$ cat src/rtl/uart_dbg_tx_fifo.sv
// Debug byte FIFO that paces queued bytes into the UART transmitter's debug port.
// Define UART_DBG_TX_HEX_EN to send each byte as two uppercase ASCII hex characters.
module uart_dbg_tx_fifo #(
    parameter int DEPTH        = 16,
    parameter int GUARD_CYCLES = 2
) (
    input  logic                   clk,
    input  logic                   resetb,
    input  logic                   i_wr_en,
    input  logic [7:0]             i_wr_data,
    output logic                   o_full,
    output logic                   o_empty,
    output logic [$clog2(DEPTH):0] o_level,
    output logic                   o_overflow,
    input  logic                   i_clr_overflow,
    input  logic                   i_tx_ready,
    output logic                   o_tx_start,
    output logic [7:0]             o_tx_data
);

    localparam int AW = $clog2(DEPTH);
    localparam int LW = AW + 1;
    localparam int GW = $clog2(GUARD_CYCLES + 1);

    typedef enum logic [1:0] {
        S_IDLE  = 2'd0,
        S_START = 2'd1,
        S_WAIT  = 2'd2
    } state_t;

    logic [7:0]    r_mem [DEPTH];
    logic [AW-1:0] r_wr_ptr;
    logic [AW-1:0] r_rd_ptr;
    logic [LW-1:0] r_level;
    logic [LW-1:0] w_level_nxt;
    logic          r_full;
    logic          r_empty;
    logic          r_overflow;
    logic [7:0]    r_tx_data;
    logic [7:0]    w_tx_data_nxt;
    state_t        r_state;
    state_t        w_state_nxt;
    logic [GW-1:0] r_guard;
    logic [GW-1:0] w_guard_nxt;
    logic          w_push;
    logic          w_pop;
    logic          w_tx_start;

`ifdef UART_DBG_TX_HEX_EN
    logic       r_lo;
    logic       w_lo_nxt;
    logic [7:0] r_hold;
    logic [7:0] w_hold_nxt;

    function automatic logic [7:0] f_hex(input logic [3:0] nib);
        return (nib < 4'd10) ? (8'h30 + {4'h0, nib}) : (8'h37 + {4'h0, nib});
    endfunction
`endif

    assign w_push      = i_wr_en & ~r_full;
    assign w_level_nxt = r_level + LW'(w_push) - LW'(w_pop);

    always_ff @(posedge clk) begin
        if (!resetb) begin
            r_wr_ptr   <= '0;
            r_rd_ptr   <= '0;
            r_level    <= '0;
            r_full     <= 1'b0;
            r_empty    <= 1'b1;
            r_overflow <= 1'b0;
        end else begin
            if (w_push) begin
                r_wr_ptr <= r_wr_ptr + AW'(1);
            end
            if (w_pop) begin
                r_rd_ptr <= r_rd_ptr + AW'(1);
            end
            r_level    <= w_level_nxt;
            r_full     <= (w_level_nxt == LW'(DEPTH));
            r_empty    <= (w_level_nxt == '0);
            // A dropped push outranks a clear in the same cycle.
            r_overflow <= (i_wr_en & r_full) | (r_overflow & ~i_clr_overflow);
        end
    end

    always_ff @(posedge clk) begin
        if (w_push) begin
            r_mem[r_wr_ptr] <= i_wr_data;
        end
    end

    always_ff @(posedge clk) begin
        if (!resetb) begin
            r_state   <= S_IDLE;
            r_guard   <= '0;
            r_tx_data <= 8'h00;
`ifdef UART_DBG_TX_HEX_EN
            r_lo      <= 1'b0;
            r_hold    <= 8'h00;
`endif
        end else begin
            r_state   <= w_state_nxt;
            r_guard   <= w_guard_nxt;
            r_tx_data <= w_tx_data_nxt;
`ifdef UART_DBG_TX_HEX_EN
            r_lo      <= w_lo_nxt;
            r_hold    <= w_hold_nxt;
`endif
        end
    end

    always_comb begin
        w_state_nxt   = r_state;
        w_guard_nxt   = r_guard;
        w_tx_data_nxt = r_tx_data;
        w_pop         = 1'b0;
        w_tx_start    = 1'b0;
`ifdef UART_DBG_TX_HEX_EN
        w_lo_nxt      = r_lo;
        w_hold_nxt    = r_hold;
`endif
        case (r_state)
            S_IDLE: begin
                if (!r_empty && i_tx_ready) begin
                    w_pop       = 1'b1;
                    w_state_nxt = S_START;
`ifdef UART_DBG_TX_HEX_EN
                    w_hold_nxt    = r_mem[r_rd_ptr];
                    w_tx_data_nxt = f_hex(r_mem[r_rd_ptr][7:4]);
                    w_lo_nxt      = 1'b0;
`else
                    w_tx_data_nxt = r_mem[r_rd_ptr];
`endif
                end
            end
            S_START: begin
                w_tx_start  = 1'b1;
                w_guard_nxt = GW'(GUARD_CYCLES - 1);
                w_state_nxt = S_WAIT;
            end
            S_WAIT: begin
                // tx_ready is ignored until the guard expires; TX busy lags our launch.
                if (r_guard != '0) begin
                    w_guard_nxt = r_guard - GW'(1);
                end else if (i_tx_ready) begin
`ifdef UART_DBG_TX_HEX_EN
                    if (!r_lo) begin
                        w_lo_nxt      = 1'b1;
                        w_tx_data_nxt = f_hex(r_hold[3:0]);
                        w_state_nxt   = S_START;
                    end else begin
                        w_lo_nxt    = 1'b0;
                        w_state_nxt = S_IDLE;
                    end
`else
                    w_state_nxt = S_IDLE;
`endif
                end
            end
            default: w_state_nxt = S_IDLE;
        endcase
    end

    assign o_full     = r_full;
    assign o_empty    = r_empty;
    assign o_level    = r_level;
    assign o_overflow = r_overflow;
    assign o_tx_start = w_tx_start;
    assign o_tx_data  = r_tx_data;

endmodule

$ cat config.mk
export PLATFORM = sky130hd
export DESIGN_NAME = uart_dbg_tx_fifo
export DESIGN_NICKNAME = d
export VERILOG_FILES = /design/src/rtl/uart_dbg_tx_fifo.sv
export SDC_FILE = /design/constraint.sdc
export NUM_CORES = 1
export LEC_CHECK = 0
export BUFFER_PORTS_ARGS = -buffer_cell sky130_fd_sc_hd__buf_2
export CORE_MARGIN = 1
export CORE_UTILIZATION = 60
export DETAILED_ROUTE_END_ITERATION = 8
export GPL_TIMING_DRIVEN = 0
export PLACE_DENSITY = 0.8
export SLEW_MARGIN = 10
export SYNTH_ARGS = -nofsm -noshare
export SYNTH_HDL_FRONTEND = slang
export SYNTH_SLANG_ARGS = --single-unit
$ cat constraint.sdc
create_clock -name clk -period 7.31 [get_ports clk]
set_input_delay 0.3655 -clock clk [delete_from_list [all_inputs] [get_ports clk]]
set_output_delay 0.3655 -clock clk [all_outputs]
set_load 0.005 [all_outputs]
==> results.cfg, run 1 <==
[global_route]
track_usage = 0.236
grt_pass1_vias = 3285
grt_max_degree = 17
grt_pass1_wl_mm = 18.3
antenna_found_initial = 0
overflow = 0

[routing]
drtAntennaViolNets = 0
drt_iter0_drc = 255
wirelength_mm = 12.0
wire_per_inst_um = 22.2
num_vias = 3228
viasPerCell = 5.98
drtPass1Iterations = 5
post-route-drc-count = 0

[layout]
nFillCells = 601
final_common_cell = edfxtp_1
antenna_cells = 0
area_delta_synth_final_pct = 14.6
final_core_util = 0.711
multi_input_area_mm2 = 0.00176
final-seq-area_mm2 = 0.00440
drive_gt1_frac = 0.240
mostFrequentLayoutCells = edfxtp_1 (128), buf_2 (30), dfxtp_1 (28)
finalNetCount = 416

[worst_setup_path]
crit_chain = or4b_4, clkinv_8, ha_1, inv_1, ha_1, fa_1, a21o_1, a21oi_1, xnor2_1, nor4bb_1
cp.arrival_ns = 3.25
start_kind = register
critPathTopFamily = simple AND/OR/NAND/NOR gates
cp-end-kind = register
crit_type = register to register
slowest_delay_ns = 0.60
ff2ff_setup_slack_ns = 4.49
worst-path-buf-inv = 2
crit_path_frequent_cell = ha_1
cp_data_required_time_ns = 7.74
crit_fanout = 7
cp_slowest_cell = or4b_4

[placed_design]
gp_congestion = 0.755
dp_slack_ns = 4.38
numPortBuffers = 29
dp_hpwl_mm = 7.57

[timing]
relSlewSlack = 0.344
fmax_ghz = 0.355
worstMarginPinSlew_ns = 0.980
grt_setup_unrepaired = no
finalCriticalPeriod_ns = 2.82
finalClockSkew_ns = 0.00546
fin_ws_ns = 4.49
finalSetupViolCount = 0
drv_slew = 0
finalSetupTns_ns = 0
finalCritPeriodShare = 0.385
timing.final.hold_violations = 0

[floorplan]
die_height_um = 105
rows = 37
die_area_mm2 = 0.0111
placeableCoreArea_mm2 = 0.0103
die_x_um = 105
io_pins = 30
initial_core_util = 0.620

[logic_synthesis]
synth_top_area_cell = edfxtp_1
synth.area.top_cells = edfxtp_1 (60%), dfxtp_1 (8.8%), mux4_1 (7.8%)
synth-seq-area-share = 0.688
syn_inst = 342
ys_ff_latch = 156
yosysWarnings = 0
yosysUniqueCellTypes = 43
syn-cell-area_mm2 = 0.00640
synth_fp_nets = 367
synth_top_area_share = 0.600
syn_avg_cell_area_um2 = 18.7

[clock_network]
ctsResizeCount = 0
clk_latency_ns = 0.52
cts_tree = yes
cts.sinks = 156
cts_hold_buf = 0
clk_path_buf_depth = 2
root_buffer = clkbuf_8
postCtsSetupBuffers = 0
ctsHtreeMaxLevel = 4
path_clk_slew_ns = 0.06
numCtsBuffers = 17

[pwr]
vdd_drop_max_v = 0.000202
power_mw = 2.28
powerDensity_mw_per_mm2 = 311
p_leak_nw = 2.53

[worst_hold_path]
hold_class = primary input to register

[status]
outcome = finished clean

[job]
maxCapViolations = 0
==> worst reg2reg max path: stages (launching register included) <==
cell	delay, ns
dfxtp_1	0.35
or4b_4	0.60
clkinv_8	0.10
ha_1	0.12
inv_1	0.04
ha_1	0.19
fa_1	0.42
a21o_1	0.19
a21oi_1	0.21
xnor2_1	0.19
nor4bb_1	0.31
==> synth_stat cells (all sizes together) <==
cell type and count:
nand3b 1, ha 11, nand2 9, a21o 2, o221ai 8, o31ai 1, or4b 1, clkinv 1
dfxtp 28, nor4bb 1, o21ai 3, nand2b 3, inv 12, buf 7, nor2b 2, nor3 4
clkbuf 9, mux2i 16, o22ai 1, and2 13, nor3b 1, xnor2 9, clkdlybuf4s50 1, a21boi 2
a21oi 5, edfxtp 128, or3 2, xor2 1, fa 1, o21a 1, nor2 14, nand3 9
nand4 2, a211oi 1, mux4 32
==> state kept, by name (all words and copies together) (netlist names) <==
register / cells
r_guard: 2
o_empty: 1
o_level: 5
r_wr_ptr: 4
o_tx_data: 8
r_state: 2
o_overflow: 1
r_rd_ptr: 4
r_mem: 128
o_full: 1
==> report_power, final <==
part | switching, mW | total (mW) | internal (mW)
combinational | 0.188 | 0.355 | 0.167
clock | 0.373 | 0.875 | 0.502
sequential | 0.0286 | 1.05 | 1.02
==> stage by stage <==
stage | area [µm²] | hold WS, ns | std cells
2_1_floorplan | 6400 | 0.464 | 342
3_3_place_gp | 6720 | 0.460 | 507
3_5_place_dp | 6750 | 0.496 | 508
4_1_cts | 7340 | 0.116 | 540
5_1_grt | 7340 | 0.139 | 540
6_report | 7340 | 0.131 | 540
==> layer usage <==
layer | GRT usage | routed length, µm | vias to the layer above
met4 | 0.134 | 437 | 0
met5 | 0 | 0 | -
met1 | 0.298 | 4780 | 1597
met2 | 0.389 | 6110 | 134
li1 | - | - | 1458
met3 | 0.0427 | 668 | 39
==> path summary, 6_finish.rpt <==
path,from,cells after the start,to
hold / removal,i_wr_en,3,o_overflow
hold reg to reg,o_tx_data[6],2,o_tx_data[6]
setup / recovery,r_state[1],10,o_full
setup reg to reg,r_state[1],10,o_full
==> kinds of logic (layout without fill, tap and decap cells) <==
kind of cell             count (synthesis)  count (layout)  share of synthesized area
AND/OR/NAND/NOR                         62              62                     0.0577
flip-flops                             156             156                      0.688
multiplexers                            48              48                      0.149
AO/OA/AOI/OAI                           24              24                     0.0264
buffers and inverters                   30              92                     0.0410
adder cells (fa/ha/maj)                 12              12                     0.0246
XOR/XNOR                                10              10                     0.0137
==> cell type report <==
type / count / area share
inverter: 13 / 0.00836
multi-input combinational: 156 / 0.239
tap: 136 / 0.0232
sequential: 156 / 0.600
clock inverter: 14 / 0.0237
buffer: 17 / 0.0275
clock buffer: 18 / 0.0570
timing repair buffer: 30 / 0.0208
Note: power is estimated with default switching activity, not from simulation.
==> inputs of run 2 (changes only) <==
CORE_UTILIZATION = 55   (was 60)
PLACE_DENSITY = 0.77   (was 0.8)
clock period = 2.35 ns   (was 7.31 ns; I/O delays follow)
==> run 2 against run 1 <==
Effect of this change:
- the run now ends with negative setup slack left
- sequential share of layout area is 0.84 points lower
- register-to-register slack got worse by 4.7 ns
- combinational power grew to 3.5 times the previous value
- global-route usage is 1.5 points lower
- cell count increased by 2.6%
- total power rose to 3.2 times the previous value
- final area rose by 1.6%
- worst hold slack worse by 0.076 ns
- critical endpoint unchanged
==> results.cfg, run 2 (synthesis results as in run 1) <==
[status]
outcome = finished with violations
violations = negative setup slack

[layout]
final_common_cell = edfxtp_1
largest_reg_flops = 128
area_delta_synth_final_pct = 16.4
antenna_cells = 0
top_register = r_mem
mostFrequentLayoutCells = edfxtp_1 (128), buf_2 (30), dfxtp_1 (25)
drive_gt1_frac = 0.268
finalNetCount = 423

[global_route]
grt_pass1_vias = 3215
grt_max_degree = 17
grt_pass1_wl_mm = 18.0
overflow = 0
track_usage = 0.221
antenna_found_initial = 0

[worst_setup_path]
ff2ff_setup_slack_ns = -0.17
start_kind = register
reg2reg_to = o_full
cp_data_required_time_ns = 2.68
crit_start = r_state[1]
crit_type = register to register
crit_fanout = 3
rr_startpoint = r_state[1]
cp-end-kind = register
worstRegToRegCells = 8
cp.arrival_ns = 2.85
cp-endpoint = o_full

[routing]
drt_iter0_drc = 229
drtAntennaViolNets = 0
wire_per_inst_um = 21.8
num_vias = 3224
wirelength_mm = 12.1
viasPerCell = 5.82
post-route-drc-count = 0
drtPass1Iterations = 4

[worst_hold_path]
hold_class = primary input to register

[placed_design]
dp_slack_ns = -0.277
gp_congestion = 0.773
dp_hpwl_mm = 7.71
numPortBuffers = 29

[timing]
finalCriticalPeriod_ns = 2.52
worstMarginPinSlew_ns = 0.968
timing.final.hold_violations = 0
fmax_ghz = 0.397
grt_setup_unrepaired = yes
finalSetupViolCount = 3
drv_slew = 0
fin_ws_ns = -0.168
finalCritPeriodShare = 1.07
finalClockSkew_ns = 0.00882
relSlewSlack = 0.352

[clock_network]
root_buffer = clkbuf_16
numCtsBuffers = 17
cts_tree = yes
clk_path_buf_depth = 2
path_clk_slew_ns = 0.06
ctsHtreeMaxLevel = 4
clk_latency_ns = 0.42
cts.sinks = 156

[pwr]
p_leak_nw = 2.56
power_mw = 7.21
powerDensity_mw_per_mm2 = 968
vdd_drop_max_v = 0.000693

[job]
maxCapViolations = 0

[floorplan]
die_height_um = 110
io_pins = 30
die_x_um = 110
die_area_mm2 = 0.0121
rows = 39
placeableCoreArea_mm2 = 0.0114
initial_core_util = 0.563
## run 2: cell types whose count changed in the layout (fill, tap and decap cells not counted), sizes merged
cell and change:
inv -8, clkbuf +7, buf +5, dlygate4sd3 +2
clkinvlp +1
## run 2: power breakdown
part / switching [mW] / total (mW) / internal (mW) / leakage [nW]
clock network: 1.01 / 2.69 / 1.68 / 0.286
logic: 0.642 / 1.25 / 0.608 / 0.892
registers: 0.0923 / 3.27 / 3.18 / 1.39
## run 2: area by class of cell
class	instances	area (µm²)
flip-flops and latches	156	4410
clock buffers	25	497
fillers	738	3920
inverters	13	61.3
clock inverters	7	87.6
repair buffers	37	210
plain buffers	17	203
well taps	143	179
multi-input cells	156	1800
## run 2: worst min-delay path by stage
stage	cells past startpoint	end	start
3_5_place_dp	3	o_overflow	i_wr_en
5_1_grt	3	r_state[1]	i_tx_ready
6_report	3	r_state[1]	i_tx_ready
3_3_place_gp	3	o_overflow	i_wr_en
2_1_floorplan	0	r_mem[0][0]	i_wr_data[0]
4_1_cts	3	r_state[1]	i_tx_ready
## run 2: per-layer routing
metal / GRT usage / vias up / share of wire
met5: 0 / - / 0
met1: 0.277 / 1604 / 0.41
met4: 0.128 / 0 / 0.029
met3: 0.0522 / 30 / 0.054
met2: 0.355 / 122 / 0.51
li1: - / 1468 / -
## run 2: what timing repair did
item                                    CTS  global route
hold buffers                              2             0
pin swaps                                 6             4
gates resized for setup                   4             4
buffers inserted                          2             2
endpoints found under the setup margin    3             3
hold endpoints to repair                  1             0
## run 2: metrics by stage
step	cell area, µm²	instances	TNS [ns]	hold WS, ns	utilization
after floorplan	6430	342	-0.145	0.216	-
after global placement	6760	514	-5.62	0.388	0.594
after detailed placement	6790	516	-0.721	0.415	0.597
after CTS	7420	552	-0.293	0.0399	0.653
after global routing	7450	554	-0.468	0.0645	0.655
final	7450	554	-0.297	0.0544	0.655
## run 2: critical path: stages (launching register included)
cell,delay (ns)
dfxtp_4,0.34
or4b_4,0.59
clkinv_8,0.07
ha_4,0.18
inv_2,0.06
ha_4,0.13
fa_2,0.43
or3_4,0.38
nor4bb_1,0.23
==> inputs of run 3 (changes only) <==
REMOVE_ABC_BUFFERS = 1   (was default)
==> run 3 against run 2 <==
Effect of this change:
- the flow still finishes with violations (negative setup slack)
- clock power down 4%
- non-clock buffer count down 15
- sequential share of layout area rose by 1.2 points
- cell count down 2.7%
- global-route usage decreased by 0.67 points
- clock-buffer cell count is 6 lower
- via count decreased by 1.7%
- critical path type unchanged
- critical endpoint unchanged
==> results.cfg, run 3 (synthesis results as in run 1) <==
[worst_setup_path]
slowest_delay_ns = 0.58
worst-path-buf-inv = 2
cp.arrival_ns = 2.92
critPathTopFamily = simple AND/OR/NAND/NOR gates
crit_chain = or4b_4, clkinv_8, ha_4, inv_4, ha_4, fa_2, or3_4, nor4bb_4
cp_slowest_cell = or4b_4
crit_type = register to register
crit_path_frequent_cell = ha_4
cp-end-kind = register
start_kind = register
cp_data_required_time_ns = 2.67
crit_fanout = 2

[timing]
finalClockSkew_ns = 0.00859
grt_setup_unrepaired = yes
fin_ws_ns = -0.247
relSlewSlack = 0.188
drv_slew = 0
finalSetupViolCount = 3
finalCritPeriodShare = 1.11
worstMarginPinSlew_ns = 1.22
whs_ns = 0.0348
timing.final.hold_violations = 0
fmax_ghz = 0.385
finalCriticalPeriod_ns = 2.60

[pwr]
pwr-share-seq = 0.466
vdd_drop_max_v = 0.000914
p_leak_nw = 2.50
comb_power_share = 0.173
netSwitchingFraction = 0.254
p_int_mw = 5.35
powerDensity_mw_per_mm2 = 981
p_switching_mw = 1.82
power_frac_clock = 0.361

[floorplan]
io_pins = 30
rows = 39
die_x_um = 110
die_height_um = 110
placeableCoreArea_mm2 = 0.0114
initial_core_util = 0.563
die_area_mm2 = 0.0121

[worst_hold_path]
hold_class = primary input to register

[clock_network]
cts.sinks = 156
path_clk_slew_ns = 0.06
cts_tree = yes
clk_latency_ns = 0.42
ctsHtreeMaxLevel = 4
numCtsBuffers = 17
root_buffer = clkbuf_16
clk_path_buf_depth = 2

[layout]
final_cells = 539
drive_gt1_frac = 0.265
nFillCells = 722
antenna_cells = 0
largest_reg_flops = 128
top_register = r_mem
final_common_cell = edfxtp_1
finalNetCount = 408
mostFrequentLayoutCells = edfxtp_1 (128), buf_2 (29), dfxtp_1 (23)
area_delta_synth_final_pct = 14.1

[routing]
wirelength_mm = 11.9
wire_per_inst_um = 22.2
drt_iter0_drc = 278
post-route-drc-count = 0
viasPerCell = 5.88
drtAntennaViolNets = 0
drtPass1Iterations = 5
num_vias = 3169

[global_route]
grt_max_degree = 31
grt_pass1_wl_mm = 17.6
grt_pass1_vias = 3175
overflow = 0
antenna_found_initial = 0
track_usage = 0.215

[status]
outcome = finished with violations
violations = negative setup slack

[placed_design]
gp_congestion = 0.758
dp_hpwl_mm = 7.27
numPortBuffers = 29
dp.cells = 499

[job]
maxCapViolations = 0
-- run 3: through the flow --
stage	util	power, mW	setup TNS, ns	cell area (µm²)	worst slack (ns)
4_1_cts	0.639	7.06	-0.343	7270	-0.208
2_1_floorplan	-	4.01	-0.900	6200	-0.266
5_1_grt	0.643	7.44	-0.619	7310	-0.303
3_5_place_dp	0.580	4.36	-1.46	6600	-0.533
3_3_place_gp	0.574	4.29	-13.49	6530	-0.714
6_report	0.643	7.17	-0.462	7310	-0.247
-- run 3: worst register-to-register path: stages (launching register included) --
cell	delay (ns)
dfxtp_2	0.32
or4b_4	0.58
clkinv_8	0.08
ha_4	0.20
inv_4	0.06
ha_4	0.13
fa_2	0.45
or3_4	0.41
nor4bb_4	0.28
-- run 3: power groups by stage --
stage          Combinational (mW)  Sequential, mW  Clock, mW
2_1_floorplan               0.642            3.36          0
3_3_place_gp                0.900            3.39          0
4_1_cts                      1.12            3.34       2.61
6_report                     1.24            3.34       2.59
5_1_grt                      1.35            3.36       2.73
3_5_place_dp                0.968            3.39          0
-- run 3: layout make-up --
class	count	area (µm²)	area share
Clock buffer	19	433	0.0592
Clock inverter	13	126	0.0173
Inverter	13	63.8	0.00873
Multi-Input combinational cell	156	1840	0.251
Sequential cell	156	4410	0.603
Tap cell	143	179	0.0245
Timing Repair Buffer	39	258	0.0353
-- run 3: path summary, 6_finish.rpt --
path	startpoint	to	slack, ns	cells past startpoint
setup / recovery	r_state[0]	o_full	-0.25	8
hold reg to reg	o_tx_data[1]	o_tx_data[1]	0.49	2
hold / removal	i_tx_ready	r_state[1]	0.03	3
setup reg to reg	r_state[0]	o_full	-0.25	8
-- run 3: metal layers --
layer  part of all wire  track usage  up-vias
met3              0.068       0.0640       16
met1               0.42        0.276     1597
met4              0.016       0.0705        0
met5                  0            0        -
li1                   -            -     1447
met2               0.50        0.350      109
-- run 3: what timing repair did --
item	CTS	global route
hold buffers	2	0
endpoints found under the hold margin	1	0
pin swaps	7	2
setup endpoints to repair	13	3
setup buffers	4	2
resized for setup	14	5
gates cloned	0	0
